$ cat src/rtl/f_spsram_arb_ctrl_if.sv
// Bus bundle for f_spsram_arb_ctrl: both request ports,
// the zero-fill control and the single-port SRAM pins.
interface f_spsram_arb_ctrl_if #(
  parameter int ADDR_WIDTH = 15,
  parameter int DATA_WIDTH = 128,
  parameter int STRB_WIDTH = 16
);
  logic                  p0_req;
  logic [ADDR_WIDTH-1:0] p0_addr;
  logic                  p0_gnt;
  logic                  p0_rvalid;
  logic [DATA_WIDTH-1:0] p0_rdata;
  logic                  p1_req;
  logic                  p1_we;
  logic [ADDR_WIDTH-1:0] p1_addr;
  logic [DATA_WIDTH-1:0] p1_wdata;
  logic [STRB_WIDTH-1:0] p1_wstrb;
  logic                  p1_gnt;
  logic                  p1_rvalid;
  logic [DATA_WIDTH-1:0] p1_rdata;
  logic                  clr_req;
  logic                  clr_busy;
  logic                  clr_done;
  logic [ADDR_WIDTH-1:0] sram_a;
  logic                  sram_cen;
  logic [STRB_WIDTH-1:0] sram_wen;
  logic [DATA_WIDTH-1:0] sram_d;
  logic [DATA_WIDTH-1:0] sram_q;

  modport master (
    output p0_req, p0_addr,
    output p1_req, p1_we, p1_addr, p1_wdata, p1_wstrb,
    output clr_req, sram_q,
    input  p0_gnt, p0_rvalid, p0_rdata,
    input  p1_gnt, p1_rvalid, p1_rdata,
    input  clr_busy, clr_done,
    input  sram_a, sram_cen, sram_wen, sram_d
  );

  modport slave (
    input  p0_req, p0_addr,
    input  p1_req, p1_we, p1_addr, p1_wdata, p1_wstrb,
    input  clr_req, sram_q,
    output p0_gnt, p0_rvalid, p0_rdata,
    output p1_gnt, p1_rvalid, p1_rdata,
    output clr_busy, clr_done,
    output sram_a, sram_cen, sram_wen, sram_d
  );
endinterface

$ cat src/rtl/f_spsram_arb_ctrl.sv
// Two-port SRAM arbiter: p1 priority, p0 anti-starvation.
// Zero-fill engine built only when F_SPSRAM_ARB_CLEAR_EN is defined.
module f_spsram_arb_ctrl #(
  parameter int ADDR_WIDTH = 15,
  parameter int DATA_WIDTH = 128,
  parameter int STRB_WIDTH = 16,
  parameter int STARVE_MAX = 4
) (
  input logic                CLK,
  input logic                RSTN,
  f_spsram_arb_ctrl_if.slave bus
);
  localparam int SW = $clog2(STARVE_MAX + 1);
  localparam logic [SW-1:0] SMAX = SW'(STARVE_MAX);

  logic                  run;
  logic                  g0;
  logic                  g1;
  logic [SW-1:0]         starve_q, starve_d;
  logic                  p0_rvalid_q, p0_rvalid_d;
  logic                  p1_rvalid_q, p1_rvalid_d;
  logic [ADDR_WIDTH-1:0] sram_a;
  logic                  sram_cen;
  logic [STRB_WIDTH-1:0] sram_wen;
  logic [DATA_WIDTH-1:0] sram_d;

`ifdef F_SPSRAM_ARB_CLEAR_EN
  typedef enum logic {RUN, CLEAR} state_e;
  state_e                state_q, state_d;
  logic [ADDR_WIDTH-1:0] clr_addr_q, clr_addr_d;
  logic                  clr_busy_q, clr_busy_d;
  logic                  clr_done_q, clr_done_d;
  logic                  in_clr;

  always_ff @(posedge CLK) begin
    if (!RSTN) begin
      state_q    <= RUN;
      clr_addr_q <= '0;
      clr_busy_q <= 1'b0;
      clr_done_q <= 1'b0;
    end else begin
      state_q    <= state_d;
      clr_addr_q <= clr_addr_d;
      clr_busy_q <= clr_busy_d;
      clr_done_q <= clr_done_d;
    end
  end

  always_comb begin
    state_d    = state_q;
    clr_addr_d = clr_addr_q;
    clr_done_d = 1'b0;
    unique case (state_q)
      RUN: begin
        if (bus.clr_req) begin
          state_d    = CLEAR;
          clr_addr_d = '0;
        end
      end
      CLEAR: begin
        clr_addr_d = clr_addr_q + ADDR_WIDTH'(1);
        if (&clr_addr_q) begin
          state_d    = RUN;
          clr_done_d = 1'b1;
        end
      end
    endcase
    clr_busy_d = (state_d == CLEAR);
  end

  assign run          = RSTN && (state_q == RUN);
  assign in_clr       = RSTN && (state_q == CLEAR);
  assign bus.clr_busy = clr_busy_q;
  assign bus.clr_done = clr_done_q;
`else
  logic unused_clr_req;

  assign unused_clr_req = bus.clr_req;
  assign run            = RSTN;
  assign bus.clr_busy   = 1'b0;
  assign bus.clr_done   = 1'b0;
`endif

  always_ff @(posedge CLK) begin
    if (!RSTN) begin
      starve_q    <= '0;
      p0_rvalid_q <= 1'b0;
      p1_rvalid_q <= 1'b0;
    end else begin
      starve_q    <= starve_d;
      p0_rvalid_q <= p0_rvalid_d;
      p1_rvalid_q <= p1_rvalid_d;
    end
  end

  // p0 wins a tie only once p1 has starved it STARVE_MAX times
  always_comb begin
    g1 = run && bus.p1_req
      && !(bus.p0_req && starve_q == SMAX);
    g0 = run && bus.p0_req && !g1;
    starve_d = starve_q;
    if (run) begin
      if (g0 || !bus.p0_req) begin
        starve_d = '0;
      end else if (g1 && starve_q != SMAX) begin
        starve_d = starve_q + SW'(1);
      end
    end
    p0_rvalid_d = g0;
    p1_rvalid_d = g1 && !bus.p1_we;
  end

  always_comb begin
    sram_cen = 1'b1;
    sram_a   = '0;
    sram_wen = '1;
    sram_d   = '0;
    if (g1) begin
      sram_cen = 1'b0;
      sram_a   = bus.p1_addr;
      if (bus.p1_we) begin
        sram_wen = ~bus.p1_wstrb;
        sram_d   = bus.p1_wdata;
      end
    end else if (g0) begin
      sram_cen = 1'b0;
      sram_a   = bus.p0_addr;
    end
`ifdef F_SPSRAM_ARB_CLEAR_EN
    else if (in_clr) begin
      sram_cen = 1'b0;
      sram_a   = clr_addr_q;
      sram_wen = '0;
    end
`endif
  end

  assign bus.p0_gnt    = g0;
  assign bus.p1_gnt    = g1;
  assign bus.p0_rvalid = p0_rvalid_q;
  assign bus.p1_rvalid = p1_rvalid_q;
  assign bus.p0_rdata  = bus.sram_q;
  assign bus.p1_rdata  = bus.sram_q;
  assign bus.sram_a    = sram_a;
  assign bus.sram_cen  = sram_cen;
  assign bus.sram_wen  = sram_wen;
  assign bus.sram_d    = sram_d;
endmodule

$ cat src/flat_wrapper.sv
// flat-port wrapper written by rule: the top's interface ports become plain ports
module f_spsram_arb_ctrl_flat 
#(
  parameter int ADDR_WIDTH = 15,
  parameter int DATA_WIDTH = 128,
  parameter int STRB_WIDTH = 16,
  parameter int STARVE_MAX = 4
)
  (CLK, RSTN, bus_p0_req, bus_p0_addr, bus_p1_req, bus_p1_we, bus_p1_addr, bus_p1_wdata, bus_p1_wstrb, bus_clr_req, bus_sram_q, bus_p0_gnt, bus_p0_rvalid, bus_p0_rdata, bus_p1_gnt, bus_p1_rvalid, bus_p1_rdata, bus_clr_busy, bus_clr_done, bus_sram_a, bus_sram_cen, bus_sram_wen, bus_sram_d);
  f_spsram_arb_ctrl_if #(.ADDR_WIDTH(ADDR_WIDTH), .DATA_WIDTH(DATA_WIDTH), .STRB_WIDTH(STRB_WIDTH)) bus_i ();
  input logic CLK;
  input logic RSTN;
  input wire logic [$bits(bus_i.p0_req)-1:0] bus_p0_req;
  input wire logic [$bits(bus_i.p0_addr)-1:0] bus_p0_addr;
  input wire logic [$bits(bus_i.p1_req)-1:0] bus_p1_req;
  input wire logic [$bits(bus_i.p1_we)-1:0] bus_p1_we;
  input wire logic [$bits(bus_i.p1_addr)-1:0] bus_p1_addr;
  input wire logic [$bits(bus_i.p1_wdata)-1:0] bus_p1_wdata;
  input wire logic [$bits(bus_i.p1_wstrb)-1:0] bus_p1_wstrb;
  input wire logic [$bits(bus_i.clr_req)-1:0] bus_clr_req;
  input wire logic [$bits(bus_i.sram_q)-1:0] bus_sram_q;
  output wire logic [$bits(bus_i.p0_gnt)-1:0] bus_p0_gnt;
  output wire logic [$bits(bus_i.p0_rvalid)-1:0] bus_p0_rvalid;
  output wire logic [$bits(bus_i.p0_rdata)-1:0] bus_p0_rdata;
  output wire logic [$bits(bus_i.p1_gnt)-1:0] bus_p1_gnt;
  output wire logic [$bits(bus_i.p1_rvalid)-1:0] bus_p1_rvalid;
  output wire logic [$bits(bus_i.p1_rdata)-1:0] bus_p1_rdata;
  output wire logic [$bits(bus_i.clr_busy)-1:0] bus_clr_busy;
  output wire logic [$bits(bus_i.clr_done)-1:0] bus_clr_done;
  output wire logic [$bits(bus_i.sram_a)-1:0] bus_sram_a;
  output wire logic [$bits(bus_i.sram_cen)-1:0] bus_sram_cen;
  output wire logic [$bits(bus_i.sram_wen)-1:0] bus_sram_wen;
  output wire logic [$bits(bus_i.sram_d)-1:0] bus_sram_d;
  assign bus_i.p0_req = bus_p0_req;
  assign bus_i.p0_addr = bus_p0_addr;
  assign bus_i.p1_req = bus_p1_req;
  assign bus_i.p1_we = bus_p1_we;
  assign bus_i.p1_addr = bus_p1_addr;
  assign bus_i.p1_wdata = bus_p1_wdata;
  assign bus_i.p1_wstrb = bus_p1_wstrb;
  assign bus_i.clr_req = bus_clr_req;
  assign bus_i.sram_q = bus_sram_q;
  assign bus_p0_gnt = bus_i.p0_gnt;
  assign bus_p0_rvalid = bus_i.p0_rvalid;
  assign bus_p0_rdata = bus_i.p0_rdata;
  assign bus_p1_gnt = bus_i.p1_gnt;
  assign bus_p1_rvalid = bus_i.p1_rvalid;
  assign bus_p1_rdata = bus_i.p1_rdata;
  assign bus_clr_busy = bus_i.clr_busy;
  assign bus_clr_done = bus_i.clr_done;
  assign bus_sram_a = bus_i.sram_a;
  assign bus_sram_cen = bus_i.sram_cen;
  assign bus_sram_wen = bus_i.sram_wen;
  assign bus_sram_d = bus_i.sram_d;
  f_spsram_arb_ctrl #(.ADDR_WIDTH(ADDR_WIDTH), .DATA_WIDTH(DATA_WIDTH), .STRB_WIDTH(STRB_WIDTH), .STARVE_MAX(STARVE_MAX)) u_core (.CLK(CLK), .RSTN(RSTN), .bus(bus_i));
endmodule
$ cat config.mk
export PLATFORM = sky130hd
export DESIGN_NAME = f_spsram_arb_ctrl_flat
export DESIGN_NICKNAME = d
export VERILOG_FILES = /design/src/rtl/f_spsram_arb_ctrl_if.sv /design/src/rtl/f_spsram_arb_ctrl.sv /design/src/flat_wrapper.sv
export SDC_FILE = /design/constraint.sdc
export NUM_CORES = 1
export LEC_CHECK = 0
export CAP_MARGIN = 15
export CORE_AREA = 2 2 287 289
export CTS_CLUSTER_SIZE = 24
export DETAILED_ROUTE_END_ITERATION = 8
export DIE_AREA = 0 0 289 291
export MAX_ROUTING_LAYER = met4
export PLACE_DENSITY_LB_ADDON = 0.3
export SLEW_MARGIN = 40
export SYNTH_ARGS = -nofsm -noshare
export SYNTH_HDL_FRONTEND = slang
export SYNTH_SLANG_ARGS = --single-unit
export TNS_END_PERCENT = 5
$ cat constraint.sdc
create_clock -name CLK -period 2.2 [get_ports CLK]
set_clock_uncertainty 0.05 [all_clocks]
set_input_delay 0.44 -clock CLK [delete_from_list [all_inputs] [get_ports CLK]]
set_output_delay 0.44 -clock CLK [all_outputs]
set_load 0.01 [all_outputs]
# ---- Word level (Yosys, flattened, before mapping)
# Index checks and enable logic that the tools add are counted.
dict set report totals {
  reg_bits 5
  input_bits 308
  output_inout_bits 422
}
dict set report classes {
  muxes 8
  reduce_logical 13
  addsub 1
  bitwise_logic 2
  eq_ne 2
}
# cell count
set ops {}
lappend ops {{128-bit two-way mux} 2}
lappend ops {{16-bit two-way mux} 2}
lappend ops {{15-bit two-way mux} 2}
lappend ops {{16-bit inverter} 1}
lappend ops {{1-bit logical AND} 7}
lappend ops {{1-bit zero test} 4}
lappend ops {{3-bit by 1-bit adder with 3-bit output (second input constant)} 1}
lappend ops {{3-bit equality test (second input constant)} 1}
lappend ops {{3-bit inequality test (second input constant)} 1}
lappend ops {{1-bit two-way mux} 2}
lappend ops {{2-bit OR reduction} 1}
lappend ops {{1-bit logical OR} 1}
lappend ops {{1-bit inverter} 1}

# ---- Depth between registers and ports, before layout
# Gate-level depths: netlist of the first run.
dict set report depth {
  word_depth 8
  ltp_mapped 8
}

# ---- Worst setup path after synthesis of the first run
# Ideal clock, no wire load.
dict set report synth_timing {
  path_type {flip-flop to output port}
  from {register u_core.starve_q[0]}
  to {output port bus_sram_d[123]}
  slack_ns 0.359
  arrival_time_ns 1.351
  required_ns 1.710
  path_stages_with_launch 9
  cell_sequence {dfxtp_1 > inv_1 > ha_1 > nand3_1 > and3_4 > buf_6 > buf_8 > buf_6 > and2_1}
}
dict set report synth_via {
  elab_chain_len 5
}
# element line_no
set synth_rtl {}
lappend synth_rtl {{start, declared} f_spsram_arb_ctrl.sv:19} ;# logic [SW-1:0] starve_q, starve_d;
lappend synth_rtl {{start signal, assigned} f_spsram_arb_ctrl.sv:90} ;# starve_q <= starve_d;
lappend synth_rtl {{3-bit equality test} f_spsram_arb_ctrl.sv:99} ;# && !(bus.p0_req && starve_q == SMAX);
lappend synth_rtl {{1-bit logical AND} f_spsram_arb_ctrl.sv:99}
lappend synth_rtl {{1-bit zero test} f_spsram_arb_ctrl.sv:99}
lappend synth_rtl {{1-bit logical AND} f_spsram_arb_ctrl.sv:99}
lappend synth_rtl {{128-bit two-way mux} f_spsram_arb_ctrl.sv:118} ;# if (g1) begin
lappend synth_rtl {{end, declared} flat_wrapper.sv:33} ;# output wire logic [$bits(bus_i.sram_d)-1:0] bus_sram_d;
# No other way between the ends.

# ---- Worst setup path in the final report of the first run
dict set report layout_timing {
  from {register u_core.starve_q[0]}
  to {output port bus_sram_d[83]}
}
# The elaborated chain is that of the path after synthesis.

==> results.ini, run 1 <==
[power_and_ir_drop]
ir_drop_uv=151
p_leak_uw=0.00240
switching_share_pct=26.9
switching_power_uw=314
p_comb_share_pct=66.0
p_clk_share_pct=25.9
fin_total_pwr_uw=1170
pwr_density_cell_nw_per_um2=171
intPower_uw=854
p_seq_share_pct=8.1

[synthesis]
syn_inst=464
ys_seq_area_share_pct=3.03
synth_fa_ha_area_share_pct=0.757
synth_async_sr_flop_share_pct=0
synthTopCellsByCount=buf_4, and2_1, nand2_1
ys_warn_count=0
synthMuxAreaShare_pct=0.303
synth.avg_cell_area_um2=7.12
mappedNetlistArea_um2=3300
synth_ff_type=dfxtp_1
synth.most_common_cell=buf_4
yosys.area.top_type_share_pct=59.1
yosys.area.top_type=buf_4
synth_top_family_by_area=buffers and inverters
synthXorXnorAreaFrac_pct=0
yosys.area_share.simple_pct=28.1
synth-edff-count=0
netlist-cell-type-count=21
synth_compound_gate_area_share_pct=4.54
ys_ff_latch=5
netlist_top_cells_area=buf_4, and2_1, a22o_1

[clock_tree]
numCtsBuffers=3
cts_root_buf=clkbuf_16
hold_buffers=0
clk_pin_slew_worst_paths_ns=0.03
clock_path_buffers=2
cts_tree=built
htreeDepth=1
cts.sinks=5
worstSkewPairLatency_ns=0.23

[detailed_routing]
wl_met2_um=8900
highest_layer=met4
wl_per_cell_um=13.1
drt-total-wl_um=21600
wl_met3_um=4740
first_pass_iters=4
drc_errors=0
ant_nets=0
met1_length_um=7170
vias=3280
via_per_inst=1.99
dr.first_iter.drc_count=65

[grt]
grt_max_degree=56
grt.overflow.total=0
antenna_found_initial=16
grtUsageTotal_pct=4.66
grt_pass1_wl_um=26200
grt_pass1_vias=3588

[status]
status=finished with violations
violations=setup timing

[critical_path]
start_kind=flop
crit_start=u_core.starve_q[0]$_SDFFE_PP0P_
cp-end-kind=output port
worstPathRequired_ns=1.71
critical_path_arrival_ns=1.81
reg2reg_to=u_core.bus.p1_rvalid$_SDFF_PN0_
rr_startpoint=u_core.starve_q[0]$_SDFFE_PP0P_
reg2reg_depth=6
cp-endpoint=bus_sram_d[83]
critical_path_class=reg2out
worstPathMaxFanout=6
r2r_slack_ns=1.02

[timing]
rsz0062_at_grt=yes
setup_slack_ns=-0.0997
setup_viol=81
timing.final.crit_share_pct=105
max_freq_mhz=435
fin_crit_ns=2.30
hold_viol=0
slew_viol_final=0

[place]
dp_cells=1619
dp_hpwl_um=17900
dpl_cell_area_um2=6330
finalWeightedCongestion=0.731
preCtsSetupSlack_ns=-0.713
portBuffers=342

[finish]
fin_area_um2=6820
stdcell_count=1651
area_growth_syn_to_layout_pct=106
final_layout_size_suffix_gt1_share_pct=41.1
final_nets=878
final_util_pct=8.40

[floorplan]
die-height_um=291
die_area_um2=84100
rows=105
core-area_um2=81200
start_util_pct=4.07
dieWidth_um=289
ioPinCount=730

[min_path]
worstHoldPathCells=2
hp-class=reg2reg

[flow_run]
maxCapViolCount=0

## power groups by stage
| stage | combinational (uW) | clock [uW] | sequential, uW |
|---|---|---|---|
| 2_1_floorplan | 643 | 0 | 96.7 |
| 3_3_place_gp | 749 | 0 | 95.7 |
| 3_5_place_dp | 745 | 0 | 95.8 |
| 4_1_cts | 770 | 308 | 94.8 |
| 5_1_grt | 828 | 311 | 95.0 |
| 6_report | 771 | 302 | 94.9 |
## critical path, stage by stage, from the launching register on
cell,delay [ns]
dfxtp_2,0.31
inv_2,0.06
ha_4,0.14
nand3_2,0.06
and3_4,0.19
buf_12,0.14
buf_16,0.15
buf_12,0.13
buf_12,0.12
and2_4,0.14
buf_6,0.11
## kinds of logic (layout without fill, tap and decap cells)
group / Yosys count / count (layout)
AO/OA/AOI/OAI: 18 / 18
multiplexers: 1 / 1
other: 1 / 16
buffers and inverters: 280 / 382
flip-flops: 5 / 5
AND/OR/NAND/NOR: 157 / 157
adder cells (fa/ha/maj): 2 / 2
## cell usage in the layout, fill, tap and decap left out, types with 6 or more instances in the layout
cell / count
nand2_1: 19
buf_2: 12
buf_4: 18
buf_6: 27
diode_2: 14
clkdlybuf4s50_1: 177
clkdlybuf4s15_2: 77
and2_4: 40
clkbuf_2: 18
and2_1: 89
clkdlybuf4s15_1: 11
buf_12: 22
a22o_1: 15
clkbuf_16: 6
## layer usage
metal / up-vias / global-route usage, %
li1: 1387 / -
met1: 1380 / 4.38
met2: 452 / 6.49
met3: 61 / 4.29
met4: 0 / 2.04
met5: - / -
## worst min path at each step
stage / slack [ns] / start / to
floorplan: 0.37 / u_core.starve_q[0]$_SDFFE_PP0P_ / u_core.starve_q[0]$_SDFFE_PP0P_
global placement: 0.45 / u_core.starve_q[0]$_SDFFE_PP0P_ / u_core.starve_q[0]$_SDFFE_PP0P_
detailed placement: 0.46 / u_core.starve_q[0]$_SDFFE_PP0P_ / u_core.starve_q[0]$_SDFFE_PP0P_
CTS: 0.46 / u_core.starve_q[0]$_SDFFE_PP0P_ / u_core.starve_q[0]$_SDFFE_PP0P_
global route: 0.48 / u_core.starve_q[0]$_SDFFE_PP0P_ / u_core.starve_q[0]$_SDFFE_PP0P_
finish: 0.45 / u_core.starve_q[0]$_SDFFE_PP0P_ / u_core.starve_q[0]$_SDFFE_PP0P_
## final cells by class
| class | instances | area, um^2 |
|---|---|---|
| multi-input combinational | 180 | 1240 |
| clock buffer | 4 | 78.8 |
| tap | 1070 | 1340 |
| antenna | 14 | 35.0 |
| inverter | 3 | 11.3 |
| timing repair buffer | 375 | 4010 |
| sequential | 5 | 103 |
| fill | 9507 | 74400 |
## per-stage QoR
| step | hold slack (ns) | setup TNS (ns) |
|---|---|---|
| after global routing | 0.478 | -12.92 |
| final | 0.453 | -2.34 |
| after global placement | 0.445 | -91.83 |
| after detailed placement | 0.460 | -92.15 |
| after floorplan | 0.367 | 0 |
| after CTS | 0.459 | -9.91 |
## sequential cells by signal, summed over array words and instances (netlist names)
| signal | flops |
|---|---|
| u_core.bus.p0_rvalid | 1 |
| u_core.starve_q | 3 |
| u_core.bus.p1_rvalid | 1 |
## repair_timing
| item | CTS | global route |
|---|---|---|
| endpoints found under the hold margin | 0 | 0 |
| cloned | 4 | 4 |
| endpoints found under the setup margin | 162 | 154 |
| resized for setup | 459 | 82 |
| setup buffers | 9 | 2 |
| pin swaps | 21 | 10 |
Power figures use the tool's default switching activity.
==> run 2: changes to the inputs <==
CELL_PAD_IN_SITES_DETAIL_PLACEMENT = 0   (was not set)
CELL_PAD_IN_SITES_GLOBAL_PLACEMENT = 1   (was not set)
==> run 2 against run 1 <==
The run still ends with setup timing left. Final cell count is 0.73% lower. Worst setup slack better by 0.049 ns. Sequential share of layout area grew 0.14 points. Via count fell by 1.7%. Non-clock buffer count is 2 higher. Die area did not move. Critical path type unchanged. Critical endpoint is now bus_sram_d[122]. Largest cell class unchanged.
==> results.ini, run 2 (synthesis gave the netlist of run 1 again) <==
[timing]
slew_viol_final=0
max_freq_mhz=444
timing.final.crit_share_pct=102
setup_viol=45
rsz0062_at_grt=yes
setup_slack_ns=-0.0505
fin_crit_ns=2.25
hold_viol=0
holdWs_ns=0.454

[detailed_routing]
dr.first_iter.drc_count=60
drc_errors=0
first_pass_iters=4
via_per_inst=1.97
drt-total-wl_um=19800
vias=3224
ant_nets=0
wl_per_cell_um=12.1

[power_and_ir_drop]
p_seq_share_pct=8.3
intPower_uw=828
p_leak_uw=0.00248
switching_share_pct=27.5
ir_drop_uv=160
switching_power_uw=314
p_comb_share_pct=65.3
pwr_density_cell_nw_per_um2=183
p_clk_share_pct=26.4

[finish]
final_cell_mix=clkdlybuf4s50_1, buf_2, and2_1
final_nets=880
top_register=u_core.starve_q
area_growth_syn_to_layout_pct=89.1
layout_commonest_cell=clkdlybuf4s50_1
stdcell_count=1639
fin_area_um2=6250
diodes=0
final_layout_size_suffix_gt1_share_pct=45.3
largest_reg_flops=3

[critical_path]
worstPathMaxFanout=7
crit_start=u_core.starve_q[0]$_SDFFE_PP0P_
rr_startpoint=u_core.starve_q[0]$_SDFFE_PP0P_
crit_chain=inv_2, ha_4, nand3_2, and3_4, buf_12, buf_6, buf_16, and2_4, buf_6
path_common_cell=buf_6
worstPathRequired_ns=1.71
critical_path_arrival_ns=1.76
slowest_stage=dfxtp_2
worst-path-buf-inv=5
critical_path_class=reg2out
max_stage_delay_ns=0.32
cp_top_family=buffers and inverters
start_kind=flop
cp-end-kind=output port

[grt]
antenna_found_initial=3
grt_pass1_vias=3429
grtUsageTotal_pct=4.34
grt_max_degree=31
grt_pass1_wl_um=25100
grt.overflow.total=0

[clock_tree]
htreeDepth=1
cts_root_buf=clkbuf_16
hold_buffers=0
cts.sinks=5
clock_path_buffers=2
numCtsBuffers=3
clk_pin_slew_worst_paths_ns=0.03
worstSkewPairLatency_ns=0.22
cts_tree=built

[place]
finalWeightedCongestion=0.700
dpl_cell_area_um2=6160
portBuffers=342
dp_hpwl_um=14800
dp_cells=1616

[min_path]
hold_path_startpoint=u_core.starve_q[0]$_SDFFE_PP0P_
hp-class=reg2reg

[floorplan]
start_util_pct=4.07
die-height_um=291
dieWidth_um=289
core-area_um2=81200
die_area_um2=84100
ioPinCount=730
rows=105

[status]
violations=setup timing
status=finished with violations

[flow_run]
maxCapViolCount=0

-- run 2: timing repair --
action,in CTS,in global routing
endpoints found under the setup margin,162,144
gates resized for setup,705,57
cloned,8,2
pin swaps,38,21
buffers inserted,13,4
-- run 2: per-stage QoR --
step	power, uW	worst slack [ns]	TNS [ns]	util [%]
floorplan	740	0.359	0	-
global placement	814	-0.778	-105.25	7.59
detailed placement	804	-0.780	-103.99	7.59
CTS	1160	-0.265	-12.75	7.64
global route	1210	-0.135	-10.66	7.70
finish	1140	-0.0505	-0.977	7.70
-- run 2: per-layer routing --
layer  wire length (um)  vias up  global-route usage [%]
met3               3270       59                    2.63
met1               7690     1375                    5.00
met4                672        0                    1.58
met5                  0        -                       -
met2               8200      426                    6.09
li1                   -     1364                       -
-- run 2: worst min-delay path: stages, from the launching register on --
cell and delay (ns):
dfxtp_2 0.32, buf_4 0.11, nor2_1 0.04
-- run 2: cell type report --
| type | instances | area, um^2 |
|---|---|---|
| Multi-Input combinational cell | 180 | 1270 |
| Sequential cell | 5 | 103 |
| Inverter | 3 | 11.3 |
| Timing Repair Buffer | 377 | 3450 |
| Clock buffer | 4 | 78.8 |
| Tap cell | 1070 | 1340 |
| Fill cell | 9582 | 74900 |
-- run 2: worst paths after layout --
path / slack [ns] / depth (start not counted) / end
min reg2reg: 0.45 / 2 / u_core.starve_q[0]$_SDFFE_PP0P_
max: -0.05 / 9 / bus_sram_d[122]
min: 0.45 / 2 / u_core.starve_q[0]$_SDFFE_PP0P_
max reg2reg: 1.00 / 7 / u_core.starve_q[0]$_SDFFE_PP0P_
-- run 2: power by group through the flow --
stage          sequential (uW)  combinational, uW  clock (uW)
2_1_floorplan             96.7                643           0
4_1_cts                   94.9                756         309
6_report                  94.8                746         301
3_5_place_dp              95.9                708           0
5_1_grt                   95.2                799         320
3_3_place_gp              95.8                718           0
